$ cat config.mk
export PLATFORM = sky130hd
export DESIGN_NAME = bvh_traversal_ctrl
export DESIGN_NICKNAME = d
export VERILOG_FILES = /design/src/rtl/bvh_traversal_ctrl_pkg.sv /design/src/rtl/bvh_traversal_ctrl_stack.sv /design/src/rtl/bvh_traversal_ctrl.sv
export SDC_FILE = /design/constraint.sdc
export NUM_CORES = 2
export LEC_CHECK = 0
export ABC_AREA = 1
export CAP_MARGIN = 20
export CELL_PAD_IN_SITES_DETAIL_PLACEMENT = 1
export CELL_PAD_IN_SITES_GLOBAL_PLACEMENT = 2
export CORE_MARGIN = 4
export CORE_UTILIZATION = 35
export CTS_CLUSTER_SIZE = 28
export DETAILED_ROUTE_END_ITERATION = 12
export PLACE_DENSITY_LB_ADDON = 0.1
export SYNTH_ARGS = -nofsm -noshare
export SYNTH_HDL_FRONTEND = slang
export SYNTH_HIERARCHICAL = 1
export SYNTH_SLANG_ARGS = --single-unit
$ cat constraint.sdc
create_clock -name clk -period 7.5 [get_ports clk]
set_input_delay 1.5 -clock clk [delete_from_list [all_inputs] [get_ports clk]]
set_output_delay 1.5 -clock clk [all_outputs]
set_load 0.01 [all_outputs]
$ cat src/rtl/bvh_traversal_ctrl_pkg.sv
// Shared types for the BVH traversal controller: ray, box and node payloads,
// the closest-hit record, the no-hit distance and the sequencer state encoding.
package bvh_traversal_ctrl_pkg;

   localparam int unsigned IDX_W   = 16;
   localparam int unsigned T_W     = 49;
   localparam int unsigned COORD_W = 28;

   typedef logic [IDX_W-1:0] node_idx_t;

   typedef struct packed {
      logic [COORD_W-1:0] lo_x, lo_y, lo_z, hi_x, hi_y, hi_z;
   } bbox_t;

   typedef struct packed {
      logic [COORD_W-1:0] org_x, org_y, org_z, dir_x, dir_y, dir_z;
   } ray_t;

   // size == 0 marks an internal node; otherwise a leaf with triangles start..start+size-1
   typedef struct packed {
      bbox_t     box;
      node_idx_t left;
      node_idx_t right;
      node_idx_t start;
      node_idx_t size;
   } bvh_node_t;

   typedef struct packed {
      logic                  hit;
      node_idx_t             tri_idx;
      logic signed [T_W-1:0] t;
   } hit_rec_t;

   // Largest positive distance; the "nothing hit yet" value of best_t
   localparam logic signed [T_W-1:0] T_MAX = 49'h0FFFFFFFFFFFF;

   typedef enum logic [3:0] {
      S_IDLE, S_FETCH, S_FWAIT, S_BOX, S_BWAIT, S_LEAF, S_PUSH, S_POP, S_DONE
   } trav_state_e;

endpackage

$ cat src/rtl/bvh_traversal_ctrl_stack.sv
// Node-index LIFO holding deferred right children.
//  push_i/data_i : push when not full (a push while full is dropped)
//  pop_i         : pop when not empty
//  top_o         : current top entry; full_o/empty_o : occupancy flags
module bvh_traversal_ctrl_stack
   import bvh_traversal_ctrl_pkg::*;
#(
   parameter int unsigned DEPTH = 32
) (
   input  logic      clk,
   input  logic      rst_n,
   input  logic      push_i,
   input  logic      pop_i,
   input  node_idx_t data_i,
   output node_idx_t top_o,
   output logic      full_o,
   output logic      empty_o
);

   localparam int unsigned CNT_W = $clog2(DEPTH + 1);
   localparam int unsigned PTR_W = $clog2(DEPTH);

   logic [CNT_W-1:0] cnt_q;
   node_idx_t        mem_q [DEPTH];
   logic [PTR_W-1:0] wr_ptr;
   logic [PTR_W-1:0] rd_ptr;

   assign full_o  = (cnt_q == CNT_W'(DEPTH));
   assign empty_o = (cnt_q == '0);
   assign wr_ptr  = cnt_q[PTR_W-1:0];
   assign rd_ptr  = PTR_W'(cnt_q - CNT_W'(1));
   assign top_o   = mem_q[rd_ptr];

   // Occupancy count
   always_ff @(posedge clk or negedge rst_n) begin
      if (!rst_n) begin
         cnt_q <= '0;
      end else if (push_i && !full_o) begin
         cnt_q <= cnt_q + CNT_W'(1);
      end else if (pop_i && !empty_o) begin
         cnt_q <= cnt_q - CNT_W'(1);
      end
   end

   // Storage; contents are meaningless while the count says empty
   always_ff @(posedge clk) begin
      if (push_i && !full_o) begin
         mem_q[wr_ptr] <= data_i;
      end
   end

endmodule

$ cat src/rtl/bvh_traversal_ctrl.sv
// Per-ray BVH traversal sequencer. Walks the tree depth-first (left child
// first, right child deferred on a LIFO), drives node fetch, ray-box and
// ray-triangle units, and returns the closest hit for the accepted ray.
//  ray_valid/ray_ready/ray_in   : ray intake; cur_ray is the latched ray
//  node_req_* / node_rsp_*      : node fetch request and response
//  box_*                        : box test request, result pulse with entry distance
//  tri_*                        : triangle test request, in-order result pulses
//  res_*                        : closest hit record and overflow flag handshake
module bvh_traversal_ctrl
   import bvh_traversal_ctrl_pkg::*;
#(
   parameter int unsigned STACK_DEPTH = 32,
   parameter int unsigned ROOT_IDX    = 0
) (
   input  logic                  clk,
   input  logic                  rst_n,
   input  logic                  ray_valid,
   output logic                  ray_ready,
   input  ray_t                  ray_in,
   output ray_t                  cur_ray,
   output logic                  node_req_valid,
   input  logic                  node_req_ready,
   output logic [IDX_W-1:0]      node_req_addr,
   input  logic                  node_rsp_valid,
   input  bvh_node_t             node_rsp_data,
   output logic                  box_valid,
   input  logic                  box_ready,
   output bbox_t                 box_bbox,
   input  logic                  box_done,
   input  logic                  box_hit,
   input  logic signed [T_W-1:0] box_tnear,
   output logic                  tri_valid,
   input  logic                  tri_ready,
   output logic [IDX_W-1:0]      tri_idx,
   input  logic                  tri_done,
   input  logic                  tri_hit,
   input  logic signed [T_W-1:0] tri_t,
   output logic                  res_valid,
   input  logic                  res_ready,
   output logic                  res_hit,
   output logic [IDX_W-1:0]      res_tri_idx,
   output logic signed [T_W-1:0] res_t,
   output logic                  res_overflow
);

   trav_state_e state_q, state_d;
   logic        ray_ready_q, ray_ready_d;
   ray_t        cur_ray_q, cur_ray_d;
   logic        node_req_valid_q, node_req_valid_d;
   node_idx_t   cur_q, cur_d;
   bvh_node_t   node_q, node_d;
   logic        box_valid_q, box_valid_d;
   logic        tri_valid_q, tri_valid_d;
   node_idx_t   tri_idx_q, tri_idx_d;
   node_idx_t   iss_q, iss_d;
   node_idx_t   rsp_q, rsp_d;
   hit_rec_t    best_q, best_d;
   logic        ovf_q, ovf_d;
   logic        res_valid_q, res_valid_d;
   hit_rec_t    res_q, res_d;
   logic        res_ovf_q, res_ovf_d;

   logic        push_c, pop_c;
   node_idx_t   stk_top;
   logic        stk_full, stk_empty;

   bvh_traversal_ctrl_stack #(.DEPTH(STACK_DEPTH)) u_stack (
      .clk     (clk),
      .rst_n   (rst_n),
      .push_i  (push_c),
      .pop_i   (pop_c),
      .data_i  (node_q.right),
      .top_o   (stk_top),
      .full_o  (stk_full),
      .empty_o (stk_empty)
   );

   // Next-state and output decisions
   always_comb begin
      state_d          = state_q;
      cur_ray_d        = cur_ray_q;
      node_req_valid_d = node_req_valid_q;
      cur_d            = cur_q;
      node_d           = node_q;
      box_valid_d      = box_valid_q;
      tri_valid_d      = tri_valid_q;
      tri_idx_d        = tri_idx_q;
      iss_d            = iss_q;
      rsp_d            = rsp_q;
      best_d           = best_q;
      ovf_d            = ovf_q;
      res_valid_d      = res_valid_q;
      res_d            = res_q;
      res_ovf_d        = res_ovf_q;
      push_c           = 1'b0;
      pop_c            = 1'b0;

      unique case (state_q)
         S_IDLE: begin
            if (ray_valid && ray_ready_q) begin
               cur_ray_d        = ray_in;
               best_d           = '{hit: 1'b0, tri_idx: '0, t: T_MAX};
               ovf_d            = 1'b0;
               cur_d            = IDX_W'(ROOT_IDX);
               node_req_valid_d = 1'b1;
               state_d          = S_FETCH;
            end
         end
         S_FETCH: begin
            if (node_req_ready) begin
               node_req_valid_d = 1'b0;
               state_d          = S_FWAIT;
            end
         end
         S_FWAIT: begin
            if (node_rsp_valid) begin
               node_d      = node_rsp_data;
               box_valid_d = 1'b1;
               state_d     = S_BOX;
            end
         end
         S_BOX: begin
            if (box_ready) begin
               box_valid_d = 1'b0;
               state_d     = S_BWAIT;
            end
         end
         S_BWAIT: begin
            // Boxes entered no nearer than the current best cannot improve it
            if (box_done) begin
               if (!box_hit || ($signed(box_tnear) >= $signed(best_q.t))) begin
                  state_d = S_POP;
               end else if (node_q.size != '0) begin
                  iss_d       = '0;
                  rsp_d       = '0;
                  tri_idx_d   = node_q.start;
                  tri_valid_d = 1'b1;
                  state_d     = S_LEAF;
               end else begin
                  state_d = S_PUSH;
               end
            end
         end
         S_PUSH: begin
            push_c           = 1'b1;
            ovf_d            = ovf_q | stk_full;
            cur_d            = node_q.left;
            node_req_valid_d = 1'b1;
            state_d          = S_FETCH;
         end
         S_LEAF: begin
            if ((iss_q == node_q.size) && (rsp_q == node_q.size)) begin
               state_d = S_POP;
            end else begin
               if (tri_valid_q && tri_ready) begin
                  iss_d = iss_q + IDX_W'(1);
                  if (iss_d == node_q.size) begin
                     tri_valid_d = 1'b0;
                  end else begin
                     tri_idx_d = tri_idx_q + IDX_W'(1);
                  end
               end
               // Responses return in issue order, so response k is triangle start+k
               if (tri_done && (rsp_q != node_q.size)) begin
                  rsp_d = rsp_q + IDX_W'(1);
                  if (tri_hit && ($signed(tri_t) < $signed(best_q.t))) begin
                     best_d = '{hit: 1'b1, tri_idx: node_q.start + rsp_q, t: tri_t};
                  end
               end
            end
         end
         S_POP: begin
            if (stk_empty) begin
               res_d       = best_q;
               res_ovf_d   = ovf_q;
               res_valid_d = 1'b1;
               state_d     = S_DONE;
            end else begin
               pop_c            = 1'b1;
               cur_d            = stk_top;
               node_req_valid_d = 1'b1;
               state_d          = S_FETCH;
            end
         end
         S_DONE: begin
            if (res_ready) begin
               res_valid_d = 1'b0;
               state_d     = S_IDLE;
            end
         end
         default: state_d = S_IDLE;
      endcase

      ray_ready_d = (state_d == S_IDLE);
   end

   // State and output registers
   always_ff @(posedge clk or negedge rst_n) begin
      if (!rst_n) begin
         state_q          <= S_IDLE;
         ray_ready_q      <= 1'b0;
         cur_ray_q        <= '0;
         node_req_valid_q <= 1'b0;
         cur_q            <= '0;
         node_q           <= '0;
         box_valid_q      <= 1'b0;
         tri_valid_q      <= 1'b0;
         tri_idx_q        <= '0;
         iss_q            <= '0;
         rsp_q            <= '0;
         best_q           <= '0;
         ovf_q            <= 1'b0;
         res_valid_q      <= 1'b0;
         res_q            <= '0;
         res_ovf_q        <= 1'b0;
      end else begin
         state_q          <= state_d;
         ray_ready_q      <= ray_ready_d;
         cur_ray_q        <= cur_ray_d;
         node_req_valid_q <= node_req_valid_d;
         cur_q            <= cur_d;
         node_q           <= node_d;
         box_valid_q      <= box_valid_d;
         tri_valid_q      <= tri_valid_d;
         tri_idx_q        <= tri_idx_d;
         iss_q            <= iss_d;
         rsp_q            <= rsp_d;
         best_q           <= best_d;
         ovf_q            <= ovf_d;
         res_valid_q      <= res_valid_d;
         res_q            <= res_d;
         res_ovf_q        <= res_ovf_d;
      end
   end

   assign ray_ready      = ray_ready_q;
   assign cur_ray        = cur_ray_q;
   assign node_req_valid = node_req_valid_q;
   assign node_req_addr  = cur_q;
   assign box_valid      = box_valid_q;
   assign box_bbox       = node_q.box;
   assign tri_valid      = tri_valid_q;
   assign tri_idx        = tri_idx_q;
   assign res_valid      = res_valid_q;
   assign res_hit        = res_q.hit;
   assign res_tri_idx    = res_q.tri_idx;
   assign res_t          = res_q.t;
   assign res_overflow   = res_ovf_q;

endmodule

==> key figures <==
Run status
  – Outcome: finished, final reports clean

Routing
  – Drt wl/cell: 25.1 um
  – Detailed Routing Iterations Pass 1: 5
  – Remaining DRCs: 0
  – Vias per Instance: 4.89
  – Total number of vias: 42.6k
  – Final wirelength: 218 mm
  – Detailed Route Iter0 Violations: 2529
  – Post-DRT Antenna Nets: 0

Hold path
  – Hold path startpoint: cur_ray[143]$_DFFE_PN0P_
  – Hold/Removal Path Class: flop to flop
  – Hold Path Depth: 2

Setup path
  – Beginning of the critical path: u_stack/cnt_q[0]$_DFFE_PN0P_
  – CP Buf/Inv Count: 3
  – Crit path max fanout: 107
  – FF-to-FF path depth: 13
  – Crit-path cells: inv_8 > buf_4 > buf_4 > nand2_1 > nand3_1 > nand3_1 > nand3_1 > nand2_1 > nand2_1 > nand2_1 > nand2_1 > o21ai_0 > mux2_2
  – Max incr delay on CP: 0.95 ns
  – Most numerous cell on the critical path: nand2_1
  – Crit. End Element: flop
  – Crit-path slowest cell: buf_4
  – Crit path required time: 8.11 ns
  – Worst R2R Start: u_stack/cnt_q[0]$_DFFE_PN0P_
  – Crit path max-delay family: buffers and inverters
  – Crit. path cell count: 13
  – Kind of critical path: flop to flop
  – Crit path DAT: 5.17 ns
  – Crit path launch type: flop

Run
  – MaxCap Viol Count: 0

Clock network
  – Clock Latency Late Sink: 0.76 ns
  – Clk sinks: 1125
  – PostCTS Resize Cnt: 0
  – CTS tree: done
  – Clock-pin slew on the worst setup and hold paths: 0.05 ns
  – CTS Hold Bufs: 0
  – Post-CTS Setup Inserts: 0
  – H-tree depth: 4
  – Clock root buffer: clkbuf_16
  – CTS buffer count: 137
  – Clk buf depth: 3

Floorplanning
  – Top-level I/O count: 950
  – Die Span X: 395 um
  – Die footprint: 156000 um2
  – Core footprint: 148000 um2
  – Row cnt: 141
  – Die height: 395 um
  – Initial Utilization: 0.354

Timing
  – Worst Tran Pin Value: 1.33 ns
  – Skew final: 0.0318 ns
  – Hold Vio Cnt, Final: 0
  – RSZ-0062 raised after global routing: no
  – Fmax: 219 MHz
  – Fin. max-slew vios: 0
  – Min Tclk post-route: 4.56 ns
  – Normalized max-slew margin: 0.113
  – Final setup fails: 0
  – Worst setup margin: 2.94 ns
  – Final setup TNS: 0 ns
  – Final worst path period share: 0.608
  – Hold slack: 0.470 ns

Global route
  – Initial antenna violation count: 86
  – Total routing usage reported by global routing: 0.274
  – GRT overflow: 0
  – M3 GR Usage: 0.0746
  – First-pass GRT wire length: 315 mm
  – Global route hottest layer: met2
  – Met1 Resource Use GR: 0.322
  – Met2 usage: 0.484
  – Largest net degree at the start of global routing: 176
  – Number of global-route vias before repair: 44.2k

Pwr
  – Internal: 16.6 mW
  – P per Cell Area: 419 nW/um2
  – Switch Pwr: 11.7 mW
  – Switching share of power: 0.414
  – Sequential Power Share: 0.332
  – Pwr Total: 28.4 mW
  – Comb power frac: 0.434
  – Pleak: 31.0 nW
  – Clock Power Share: 0.234
  – VDD IR max: 397 uV

Layout
  – Layout Area Growth over Synthesis: 28.9%
  – Commonest non-fill, non-tap cell in the layout: nand2_1
  – Fill count: 16.8k
  – Final nets: 7193
  – Layout cells sized above 1: 0.0711
  – Most frequent cells in the layout: nand2_1 (2389), clkdlybuf4s50_1 (948), dfrtp_1 (612)

Yosys
  – Syn_nets: 6458
  – Yosys Warn Count: 6
  – Synthesized area: 52500 um2
  – Register area share after synthesis: 0.585
  – Flops & latches, synth: 1125
  – Syn avg cell area: 9.01 um2
  – Post-Synthesis Cells: 5827
  – Distinct cell type count after synthesis: 54

Place
  – Port buffer count: 949
  – Routability Congestion: 0.864
  – DP HPWL: 153 mm
  – Pre-CTS WS: 2.35 ns
layout make-up:
class | count | area (um2) | area share
Clock inverter | 60 | 563 | 0.00832
Tap cell | 2002 | 2500 | 0.0370
Inverter | 565 | 2150 | 0.0317
Clock buffer | 184 | 3860 | 0.0571
Antenna cell | 35 | 87.6 | 0.00129
Multi-Input combinational cell | 3707 | 17400 | 0.257
Timing Repair Buffer | 1026 | 10400 | 0.154
Sequential cell | 1125 | 30700 | 0.454
state kept, by name, summed over array words and instances (netlist names), 4 cells and up:
name	cells
u_stack/cnt_q	6
state_q	4
tri_idx	16
u_stack/mem_q	512
best_q	66
res_t	49
node_q	64
res_tri_idx	16
rsp_q	16
cur_ray	168
node_req_addr	16
iss_q	16
box_bbox	168
layer usage:
metal  vias to the layer above  wire length, um  part of all wire
li1                      19900                -                 -
met1                     21300            85500              0.39
met2                      1083           111000              0.51
met3                       347            14500             0.067
met4                         0             7250             0.033
met5                         -                0                 0
tightest hold or removal path: cells and delay by family, from the launching register on:
kind	cells	cell delay [ns]
AND/OR/NAND/NOR	2	0.10
flip-flops	1	0.34
worst paths after layout:
path	endpoint	slack, ns
setup / recovery	node_req_addr[2]$_DFFE_PN0P_	2.94
hold / removal	cur_ray[143]$_DFFE_PN0P_	0.47
max in group asynchronous	box_bbox[103]$_DFFE_PN0P_	5.09
setup reg to reg	node_req_addr[2]$_DFFE_PN0P_	2.94
min in group asynchronous	node_req_addr[4]$_DFFE_PN0P_	0.84
hold reg to reg	cur_ray[143]$_DFFE_PN0P_	0.47
per-stage QoR:
step / cell area [um2] / instances / util
final: 67700 / 8704 / 0.456
after global routing: 67700 / 8697 / 0.456
after CTS: 67400 / 8658 / 0.454
after detailed placement: 62900 / 8414 / 0.424
after global placement: 62800 / 8410 / 0.423
after floorplan: 52500 / 5827 / -
cells in the mapped netlist, drive strengths merged:
cell type | n | area share
a211oi | 1 | 0.00014
a21boi | 1 | 0.00014
a21o | 3 | 0.00043
a21oi | 67 | 0.0064
a31o | 1 | 0.00017
and2 | 1 | 0.00012
and3 | 1 | 0.00012
buf | 273 | 0.035
clkbuf | 156 | 0.012
clkinv | 1 | 0.000071
dfrtp | 613 | 0.29
dlygate4sd1 | 1 | 0.00017
edfxtp | 512 | 0.29
fa | 1 | 0.00038
ha | 120 | 0.029
inv | 564 | 0.040
mux2 | 32 | 0.0069
nand2 | 2424 | 0.18
nand3 | 513 | 0.050
nand3b | 8 | 0.0012
nand4 | 49 | 0.0060
nor2 | 119 | 0.010
nor2b | 1 | 0.00012
nor3 | 31 | 0.0031
nor3b | 1 | 0.00014
nor4 | 5 | 0.00060
nor4b | 1 | 0.00017
o2111ai | 2 | 0.00033
o211ai | 2 | 0.00029
o21a | 3 | 0.00043
o21ai | 199 | 0.019
or2 | 59 | 0.0070
xnor2 | 28 | 0.0047
xor2 | 34 | 0.0065
power groups by stage:
stage / Clock (mW) / Sequential, mW / Combinational [mW]
finish: 6.64 / 9.43 / 12.3
global placement: 0 / 9.64 / 11.9
CTS: 6.79 / 9.59 / 12.2
floorplan: 0 / 9.49 / 6.65
detailed placement: 0 / 9.67 / 12.1
global route: 7.04 / 9.63 / 13.6
cells by family after synthesis:
family          after synthesis  synth area share
xor+xnor                     62            0.0112
compound gates              279            0.0273
simple gates               3213             0.254
mux                          32           0.00686
flops                      1125             0.585
buf+inv                     995            0.0871
fa+ha+maj                   121            0.0290
Note: power is estimated with default switching activity, not from simulation.
